File: src/rtl/iterative_alu.sv
// iterative_alu: clocked ALU with start/done handshake, shift-add multiplier and restoring divider.
module iterative_alu #(
  parameter int WIDTH = 16
) (
  input  logic             clk,
  input  logic             rst_n,
  input  logic             start,
  input  logic [3:0]       op,
  input  logic [WIDTH-1:0] a,
  input  logic [WIDTH-1:0] b,
  output logic             busy,
  output logic             done,
  output logic [WIDTH-1:0] result,
  output logic             zero,
  output logic             overflow
);
  localparam logic [1:0] IDLE = 2'd0, EXEC = 2'd1, ITER = 2'd2;
  localparam int CW = $clog2(WIDTH + 1);
  localparam logic [3:0] OP_AND = 4'b0000, OP_OR = 4'b0001, OP_ADD = 4'b0010, OP_SUB = 4'b0110,
                         OP_SLT = 4'b0111, OP_NOR = 4'b1100, OP_NAND = 4'b1101, OP_MULU = 4'b0011,
                         OP_DIVU = 4'b1010, OP_REMU = 4'b1011;
  logic [1:0]         st;
  logic [3:0]         opq;
  logic [WIDTH-1:0]   aq, bq, sum, dif, ex_res, it_res, dsub;
  logic [2*WIDTH-1:0] acc;
  logic [CW-1:0]      cnt;
  logic [WIDTH:0]     mstep, dshift;
  logic               ovf_add, ovf_sub, ex_ovf, it_ovf, iter_op, last, ge;
  assign busy    = st != IDLE;
  assign iter_op = op == OP_MULU || ((op == OP_DIVU || op == OP_REMU) && b != '0);
  assign sum     = aq + bq;
  assign dif     = aq - bq;
  assign ovf_add = (aq[WIDTH-1] == bq[WIDTH-1]) && (sum[WIDTH-1] != aq[WIDTH-1]);
  assign ovf_sub = (aq[WIDTH-1] != bq[WIDTH-1]) && (dif[WIDTH-1] != aq[WIDTH-1]);
  // multiplier: acc = {partial product, remaining multiplier bits}, shifted right each step
  assign mstep   = {1'b0, acc[2*WIDTH-1:WIDTH]} + (acc[0] ? {1'b0, aq} : '0);
  // divider: acc = {partial remainder, remaining dividend / quotient bits}, shifted left each step
  assign dshift  = acc[2*WIDTH-1:WIDTH-1];
  assign ge      = dshift >= {1'b0, bq};
  assign dsub    = ge ? WIDTH'(dshift - {1'b0, bq}) : dshift[WIDTH-1:0];
  assign last    = cnt == CW'(WIDTH);
  assign it_res  = opq == OP_REMU ? acc[2*WIDTH-1:WIDTH] : acc[WIDTH-1:0];
  assign it_ovf  = opq == OP_MULU && |acc[2*WIDTH-1:WIDTH];
  always_comb begin
    ex_res = '0;
    ex_ovf = 1'b0;
    case (opq)
      OP_AND:  ex_res = aq & bq;
      OP_OR:   ex_res = aq | bq;
      OP_NOR:  ex_res = ~(aq | bq);
      OP_NAND: ex_res = ~(aq & bq);
      OP_ADD:  begin ex_res = sum; ex_ovf = ovf_add; end
      OP_SUB:  begin ex_res = dif; ex_ovf = ovf_sub; end
      OP_SLT:  ex_res = WIDTH'(dif[WIDTH-1] ^ ovf_sub);
      OP_DIVU: begin ex_res = '1; ex_ovf = 1'b1; end
      OP_REMU: begin ex_res = aq; ex_ovf = 1'b1; end
      default: ex_res = '0;
    endcase
  end
  always_ff @(posedge clk or negedge rst_n) begin
    if (!rst_n) begin
      st       <= IDLE;
      opq      <= '0;
      aq       <= '0;
      bq       <= '0;
      acc      <= '0;
      cnt      <= '0;
      done     <= 1'b0;
      result   <= '0;
      zero     <= 1'b0;
      overflow <= 1'b0;
    end else begin
      done <= 1'b0;
      case (st)
        IDLE: if (start) begin
          opq <= op;
          aq  <= a;
          bq  <= b;
          acc <= {{WIDTH{1'b0}}, op == OP_MULU ? b : a};
          cnt <= '0;
          st  <= iter_op ? ITER : EXEC;
        end
        EXEC: begin
          result   <= ex_res;
          zero     <= ex_res == '0;
          overflow <= ex_ovf;
          done     <= 1'b1;
          st       <= IDLE;
        end
        ITER: if (last) begin
          result   <= it_res;
          zero     <= it_res == '0;
          overflow <= it_ovf;
          done     <= 1'b1;
          st       <= IDLE;
        end else begin
          acc <= opq == OP_MULU ? {mstep, acc[WIDTH-1:1]} : {dsub, acc[WIDTH-2:0], ge};
          cnt <= cnt + 1'b1;
        end
        default: st <= IDLE;
      endcase
    end
  end
endmodule

File: config.mk
export PLATFORM = sky130hd
export DESIGN_NAME = iterative_alu
export DESIGN_NICKNAME = d
export VERILOG_FILES = /design/src/rtl/iterative_alu.sv
export SDC_FILE = /design/constraint.sdc
export NUM_CORES = 1
export LEC_CHECK = 0
export BUFFER_PORTS_ARGS = -buffer_cell sky130_fd_sc_hd__buf_2
export CAP_MARGIN = 10
export CORE_MARGIN = 2
export CORE_UTILIZATION = 60
export CTS_BUF_LIST = sky130_fd_sc_hd__clkbuf_4
export CTS_CLUSTER_DIAMETER = 150
export CTS_CLUSTER_SIZE = 30
export DETAILED_ROUTE_END_ITERATION = 8
export GPL_TIMING_DRIVEN = 0
export PLACE_DENSITY = 0.83
export SLEW_MARGIN = 20
export SYNTH_ARGS = -nofsm -noshare
export SYNTH_HDL_FRONTEND = slang
export SYNTH_SLANG_ARGS = --single-unit
File: constraint.sdc
create_clock -name clk -period 7.6 [get_ports clk]
set_clock_uncertainty 0.1 [all_clocks]
set_input_delay 2.28 -clock clk [delete_from_list [all_inputs] [get_ports clk]]
set_output_delay 2.28 -clock clk [all_outputs]
set_load 0.05 [all_outputs]
==> results of run 1 <==
## where the power goes
| group | total, mW | switching, mW | leakage (nW) | internal, mW |
|---|---|---|---|---|
| Combinational | 3.36 | 2.18 | 3.30 | 1.17 |
| Sequential | 0.885 | 0.199 | 1.20 | 0.686 |
| Clock | 0.284 | 0.208 | 0.0751 | 0.0755 |
## cells in the mapped netlist, types with 7 or more instances
cell,n,area (um2)
nand2_1,156,585.6
o21ai_0,119,595.6
dfrtp_1,94,2352
ha_1,88,1101
nor2_1,68,255.2
inv_1,62,232.7
a21oi_1,57,285.3
clkbuf_1,38,142.6
nand3_1,35,175.2
mux2i_1,34,340.3
mux2_2,25,281.5
and2_1,23,143.9
nor3_1,20,100.1
a21o_1,18,135.1
xnor2_1,17,148.9
xor2_1,14,122.6
a211oi_1,13,97.59
nand4_1,13,81.33
nor4_1,12,75.07
a32o_1,11,110.1
buf_2,11,55.05
o21bai_1,11,82.58
a31oi_1,10,62.56
nand2b_1,10,62.56
o211ai_1,10,75.07
o22ai_1,10,62.56
nor2b_1,9,56.30
o221ai_1,9,78.83
a22oi_1,8,60.06
buf_1,8,30.03
o21a_1,8,60.06
a22o_1,7,61.31
and3_1,7,43.79
## registers in the layout, summed over array words and instances (netlist names)
register  flops
acc          32
zero          1
aq           16
overflow      1
cnt           5
opq           4
st            2
bq           16
result       16
done          1
## cell usage in the layout, fill, tap and decap left out, drive strengths merged, types with 34 or more instances in the layout
| cell | n |
|---|---|
| clkbuf | 47 |
| nand3 | 35 |
| ha | 88 |
| mux2i | 34 |
| inv | 68 |
| buf | 85 |
| o21ai | 122 |
| a21oi | 57 |
| dfrtp | 94 |
| nor2 | 68 |
| nand2 | 157 |
## kinds of logic (layout without fill, tap and decap cells)
logic type	after synthesis	in the layout	share of synthesized area
other	0	1	0
adder cells (fa/ha/maj)	93	93	0.1303
multiplexers	59	59	0.06744
AO/OA/AOI/OAI	356	356	0.2575
AND/OR/NAND/NOR	388	388	0.2026
buffers and inverters	128	203	0.05767
flip-flops	94	94	0.2551
XOR/XNOR	31	31	0.02944
## per-stage QoR
stage                     setup slack [ps]  instance area (um2)  hold slack (ps)  power [mW]
after CTS                             2643                 9911            406.7       4.392
final                                 2512                 9913            400.4       4.524
after detailed placement              2667                 9781            369.0       4.106
after global placement                2679                 9747            360.1       4.061
after global routing                  2319                 9913            420.9       4.836
after floorplan                       3530                 9221            371.1       3.187
## routing by layer
layer | global-route usage | share of wire | vias up
li1 | - | - | 4338
met1 | 0.5373 | 0.40 | 4499
met2 | 0.5867 | 0.42 | 638
met3 | 0.09307 | 0.11 | 125
met4 | 0.1972 | 0.065 | 0
met5 | 0 | 0 | -
## worst max-delay path: stages (launching register included)
cell and delay [ps]:
dfrtp_1 500, inv_1 170, ha_1 370, or2_1 240, a221oi_1 400, o21bai_1 140, a31oi_1 270, a2111oi_0 190
o21bai_1 210, a21oi_1 90, nor2_1 110, nor2_1 70, fa_1 380, nand3_1 90, o31ai_1 70, nand3b_1 90
o2111ai_1 230, or4_1 460, nor4_1 270, and4_1 230, nand4b_1 110, o41ai_2 230
## area by class of cell
type / instances / area share
diodes: 1 / 0.0002524
plain buffers: 64 / 0.02941
clock buffers: 9 / 0.006816
clock inverters: 7 / 0.006311
inverters: 64 / 0.02423
multi-input cells: 927 / 0.6393
flip-flops and latches: 94 / 0.2373
well taps: 188 / 0.02373
repair buffers: 59 / 0.03269
## path summary, 6_finish.rpt
path,from,to,cells past startpoint
worst max-delay path,aq[1]$_DFFE_PN0P_,zero$_DFFE_PN0P_,21
worst min-delay path,result[10]$_DFFE_PN0P_,result[10]$_DFFE_PN0P_,2
worst max register to register,aq[1]$_DFFE_PN0P_,zero$_DFFE_PN0P_,21
worst min register to register,result[10]$_DFFE_PN0P_,result[10]$_DFFE_PN0P_,2
max in group asynchronous,rst_n,bq[4]$_DFFE_PN0P_,2
min in group asynchronous,rst_n,result[6]$_DFFE_PN0P_,1
==> results.toml, run 1 <==
[final_layout]
drive_above_1_share = 0.1095
fin_nets = 1351
final_cells = 1413
area_delta_synth_final_pct = 7.503
num-fill-cells = 1351
fin_util = 0.6570
regArea_um2 = 2352
multi_input_area_um2 = 6337

[drt]
drtIter0Drc = 1264
routedWlPerCell_um = 22.43
drtPass1Iterations = 6
routed-via-count = 9600
wirelength_um = 31690
drc_errors = 0
ant_nets = 0
via_per_inst = 6.794

[floorplan]
dieWidth_um = 128.0
die_h_um = 128.0
dieArea_um2 = 16380
io_pins = 59
start_util = 0.6111
core.rowCount = 45
core_area_um2 = 15090

[timing]
hold_viol = 0
setup-violations-final = 0
fmax_mhz = 196.5
fin_crit_sh = 0.6695
rsz0062_at_grt = "no"
maxSlewViolCount = 0
finalSetupTns_ps = 0
period_needed_ps = 5088
tightest_slew_ps = 1115
slew_headroom = 0.2553

[grt]
grt_max_degree = 61
antenna_found_initial = 1
grtUsageTotal = 0.3938
grt.overflow.total = 0
grt_pass1_vias = 8754
grt_pass1_wl_um = 49540

[yosys]
ys_types = 87
syn_area_per_cell_um2 = 8.026
netlist_area_um2 = 9221
synthFlopType = "dfrtp_1"
synth_edf_count = 0
synthCells = 1149
async_flop_share = 1.000
yosysSeqAreaShare = 0.2551
syn_nets = 1281
ys.warnings.count = 0
synth_seq_cells = 94

[clock_tree]
cts_tree = "done"
clock_latency_ps = 510
cts_repair_resize_count = 0
numClockSinks = 94
cts-hold-fix-buffers = 0
cts_root_buffer = "clkbuf_4"
htree_levels = 3
cts.clk_slew.worst_paths_ps = 180
cts_setup_buffers = 0
cts-buffers-inserted = 9
clockBufferDepth = 2

[placement]
gp_congestion = 1.094
post-place-cells = 1396
dp_hpwl_um = 25170
portBuffers = 58

[power_and_ir_drop]
ir_drop_v = 0.0001400
power_leakage_nw = 4.570
power.density_nw_per_um2 = 456.4

[min_path]
hp-class = "flip-flop to flip-flop"

[worst_setup_path]
end_kind = "flip-flop"
cp_max_fo = 5
startpoint_type = "flip-flop"
reg2reg_slack_ps = 2510
critPathKind = "flip-flop to flip-flop"
cp_data_required_time_ps = 7930
arrival_ps = 5410

[run]
maxCapViolCount = 0

[outcome]
status = "finished clean"
Power figures use the tool's default switching activity.
==> run 2, diff against run 1 <==
- ABC_AREA: not set -> 1
- clock period: 7.6 -> 5.3 ns (I/O delays scaled with it)
==> run 2 against run 1 <==
Effect of this change:
- synthesized cell count is 31% higher
- power is 42% higher
- core utilization is 0.57 points lower
- wire length is 6.2% higher
- sequential share of layout area is 0.74 points lower
- critical path type unchanged
- critical endpoint unchanged
==> results.toml, run 2 <==
[outcome]
status = "finished clean"

[yosys]
synth_edf_count = 0
yosysSeqAreaShare = 0.2473
synthCells = 1506
synthFlopType = "dfrtp_1"
ys.warnings.count = 0
yosys-top-cells-area = "dfrtp_1 (25%), nand2_1 (14%), ha_1 (12%)"
async_flop_share = 1.000
synth_top_area_frac = 0.2473
ys_types = 50
netlist_top_cells_count = "nand2_1 (355), nor2_1 (187), inv_1 (185)"
yosys.area.top_type = "dfrtp_1"
syn_nets = 1638
netlist_area_um2 = 9510
yosysMostFrequentCell = "nand2_1"
syn_area_per_cell_um2 = 6.315
synth_seq_cells = 94

[timing]
period_needed_ps = 3970
hold_viol = 0
slew_headroom = 0.4402
tightest_slew_ps = 836.7
maxSlewViolCount = 0
fin_crit_sh = 0.7490
setup-violations-final = 0
finalSetupTns_ps = 0
fmax_mhz = 251.9
rsz0062_at_grt = "no"

[min_path]
hp-class = "flip-flop to flip-flop"
hold_path.startpoint = "result[10]$_DFFE_PN0P_"

[grt]
grt.overflow.total = 0
grt_max_degree = 77
grt_pass1_wl_um = 51160
grt_pass1_vias = 9459
grtUsageTotal = 0.4038
antenna_found_initial = 0

[power_and_ir_drop]
ir_drop_v = 0.0003186
power.density_nw_per_um2 = 626.0
power_leakage_nw = 5.496
total_power_mw = 6.406

[floorplan]
io_pins = 59
core.rowCount = 46
die_h_um = 129.9
core_area_um2 = 15710
start_util = 0.6053
dieArea_um2 = 16870
dieWidth_um = 129.9

[drt]
ant_nets = 0
drtPass1Iterations = 7
routedWlPerCell_um = 18.73
via_per_inst = 5.905
drtIter0Drc = 1225
drc_errors = 0
routed-via-count = 10610
wirelength_um = 33650

[final_layout]
drive_above_1_share = 0.08159
n_antenna_cell = 0
largest_reg_flops = 32
area_delta_synth_final_pct = 7.605
fin_util = 0.6513
num-fill-cells = 1566
final_common_cell = "nand2_1"
final_cell_mix = "nand2_1 (355), nor2_1 (187), inv_1 (185)"
largest_register = "acc"
fin_nets = 1708
fin_area_um2 = 10230

[clock_tree]
htree_levels = 3
cts-hold-fix-buffers = 0
clockBufferDepth = 2
cts_repair_resize_count = 0
cts_setup_buffers = 0
cts_root_buffer = "clkbuf_4"
numClockSinks = 94
clock_latency_ps = 530
cts-buffers-inserted = 9
cts.clk_slew.worst_paths_ps = 180
cts_tree = "done"

[worst_setup_path]
cp_max_fo = 10
end_kind = "flip-flop"
startpoint_type = "flip-flop"
cp_data_required_time_ps = 5680
worstReg2RegStart = "aq[8]$_DFFE_PN0P_"
arrival_ps = 4350
critPathKind = "flip-flop to flip-flop"
crit_path_start = "aq[8]$_DFFE_PN0P_"

[placement]
portBuffers = 58
dp_hpwl_um = 26970
gp_congestion = 1.043
placed_area_um2 = 10100

[run]
maxCapViolCount = 0
[run 2: cell count changes after synthesis, moves of 24 or more]
| cell | change |
|---|---|
| nand2_1 | +199 |
| inv_1 | +123 |
| nor2_1 | +119 |
| nand3_1 | +105 |
| a21oi_1 | +58 |
| mux2i_1 | -34 |
| mux2_2 | -24 |
[run 2: cells by family (layout without fill, tap and decap cells)]
kind of cell,Yosys count,count (layout),synth area share
muxes,1,1,0.001184
AOI/OAI and AO/OA,301,301,0.1717
DFF,94,94,0.2473
buffers and inverters,252,327,0.1063
adders and majority gates,93,93,0.1263
xor gates and xnor gates,17,17,0.01566
and+or+nand+nor,748,748,0.3315
[run 2: report_power, final]
group,switching (mW),internal (mW)
sequential,0.357,0.985
clock,0.308,0.107
combinational,3.27,1.38
[run 2: cell type report]
type | instances | area, um2 | share of cell area
clock buffers | 9 | 67.56 | 0.006602
inverters | 193 | 726.9 | 0.07104
repair buffers | 59 | 324.1 | 0.03167
clock inverters | 7 | 61.31 | 0.005991
plain buffers | 59 | 284.0 | 0.02775
flip-flops and latches | 94 | 2352 | 0.2299
multi-input cells | 1160 | 6147 | 0.6007
well taps | 216 | 270.3 | 0.02641
[run 2: through the flow]
stage,worst slack (ps),instances,hold slack [ps]
global placement,1518,1780,361.3
CTS,1470,1797,408.2
global route,1054,1797,438.9
detailed placement,1518,1781,370.2
floorplan,2252,1506,418.5
finish,1330,1797,404.8
[run 2: final timing paths]
path | end | slack, ps | cells past startpoint
max | zero$_DFFE_PN0P_ | 1330 | 23
min | result[10]$_DFFE_PN0P_ | 400 | 2
max reg2reg | zero$_DFFE_PN0P_ | 1330 | 23
min reg2reg | result[10]$_DFFE_PN0P_ | 400 | 2
max in group asynchronous | opq[3]$_DFFE_PN0P_ | 3670 | 2
min in group asynchronous | result[12]$_DFFE_PN0P_ | 770 | 1
[run 2: per-layer routing]
| metal | vias to the layer above | part of all wire | track usage |
|---|---|---|---|
| li1 | 5067 | - | - |
| met1 | 4834 | 0.41 | 0.5369 |
| met2 | 611 | 0.44 | 0.6394 |
| met3 | 100 | 0.099 | 0.07052 |
| met4 | 0 | 0.052 | 0.1967 |
| met5 | - | 0 | 0 |
[run 2: critical path, cell delays in order, from the launching register on]
cell	delay, ps
dfrtp_1	550
inv_1	100
ha_1	370
buf_2	210
nor2_1	200
nand2_1	80
nor3_1	150
nand2_1	120
a21oi_1	280
nor2_1	80
nor2_1	110
nor2_1	60
fa_1	380
nand3_1	90
o21ai_0	70
nor2_1	90
nand2_1	150
nor2_1	140
nand3_1	80
nor2_1	110
nand3_1	70
nor2_1	110
nand3_1	100
a21oi_2	120
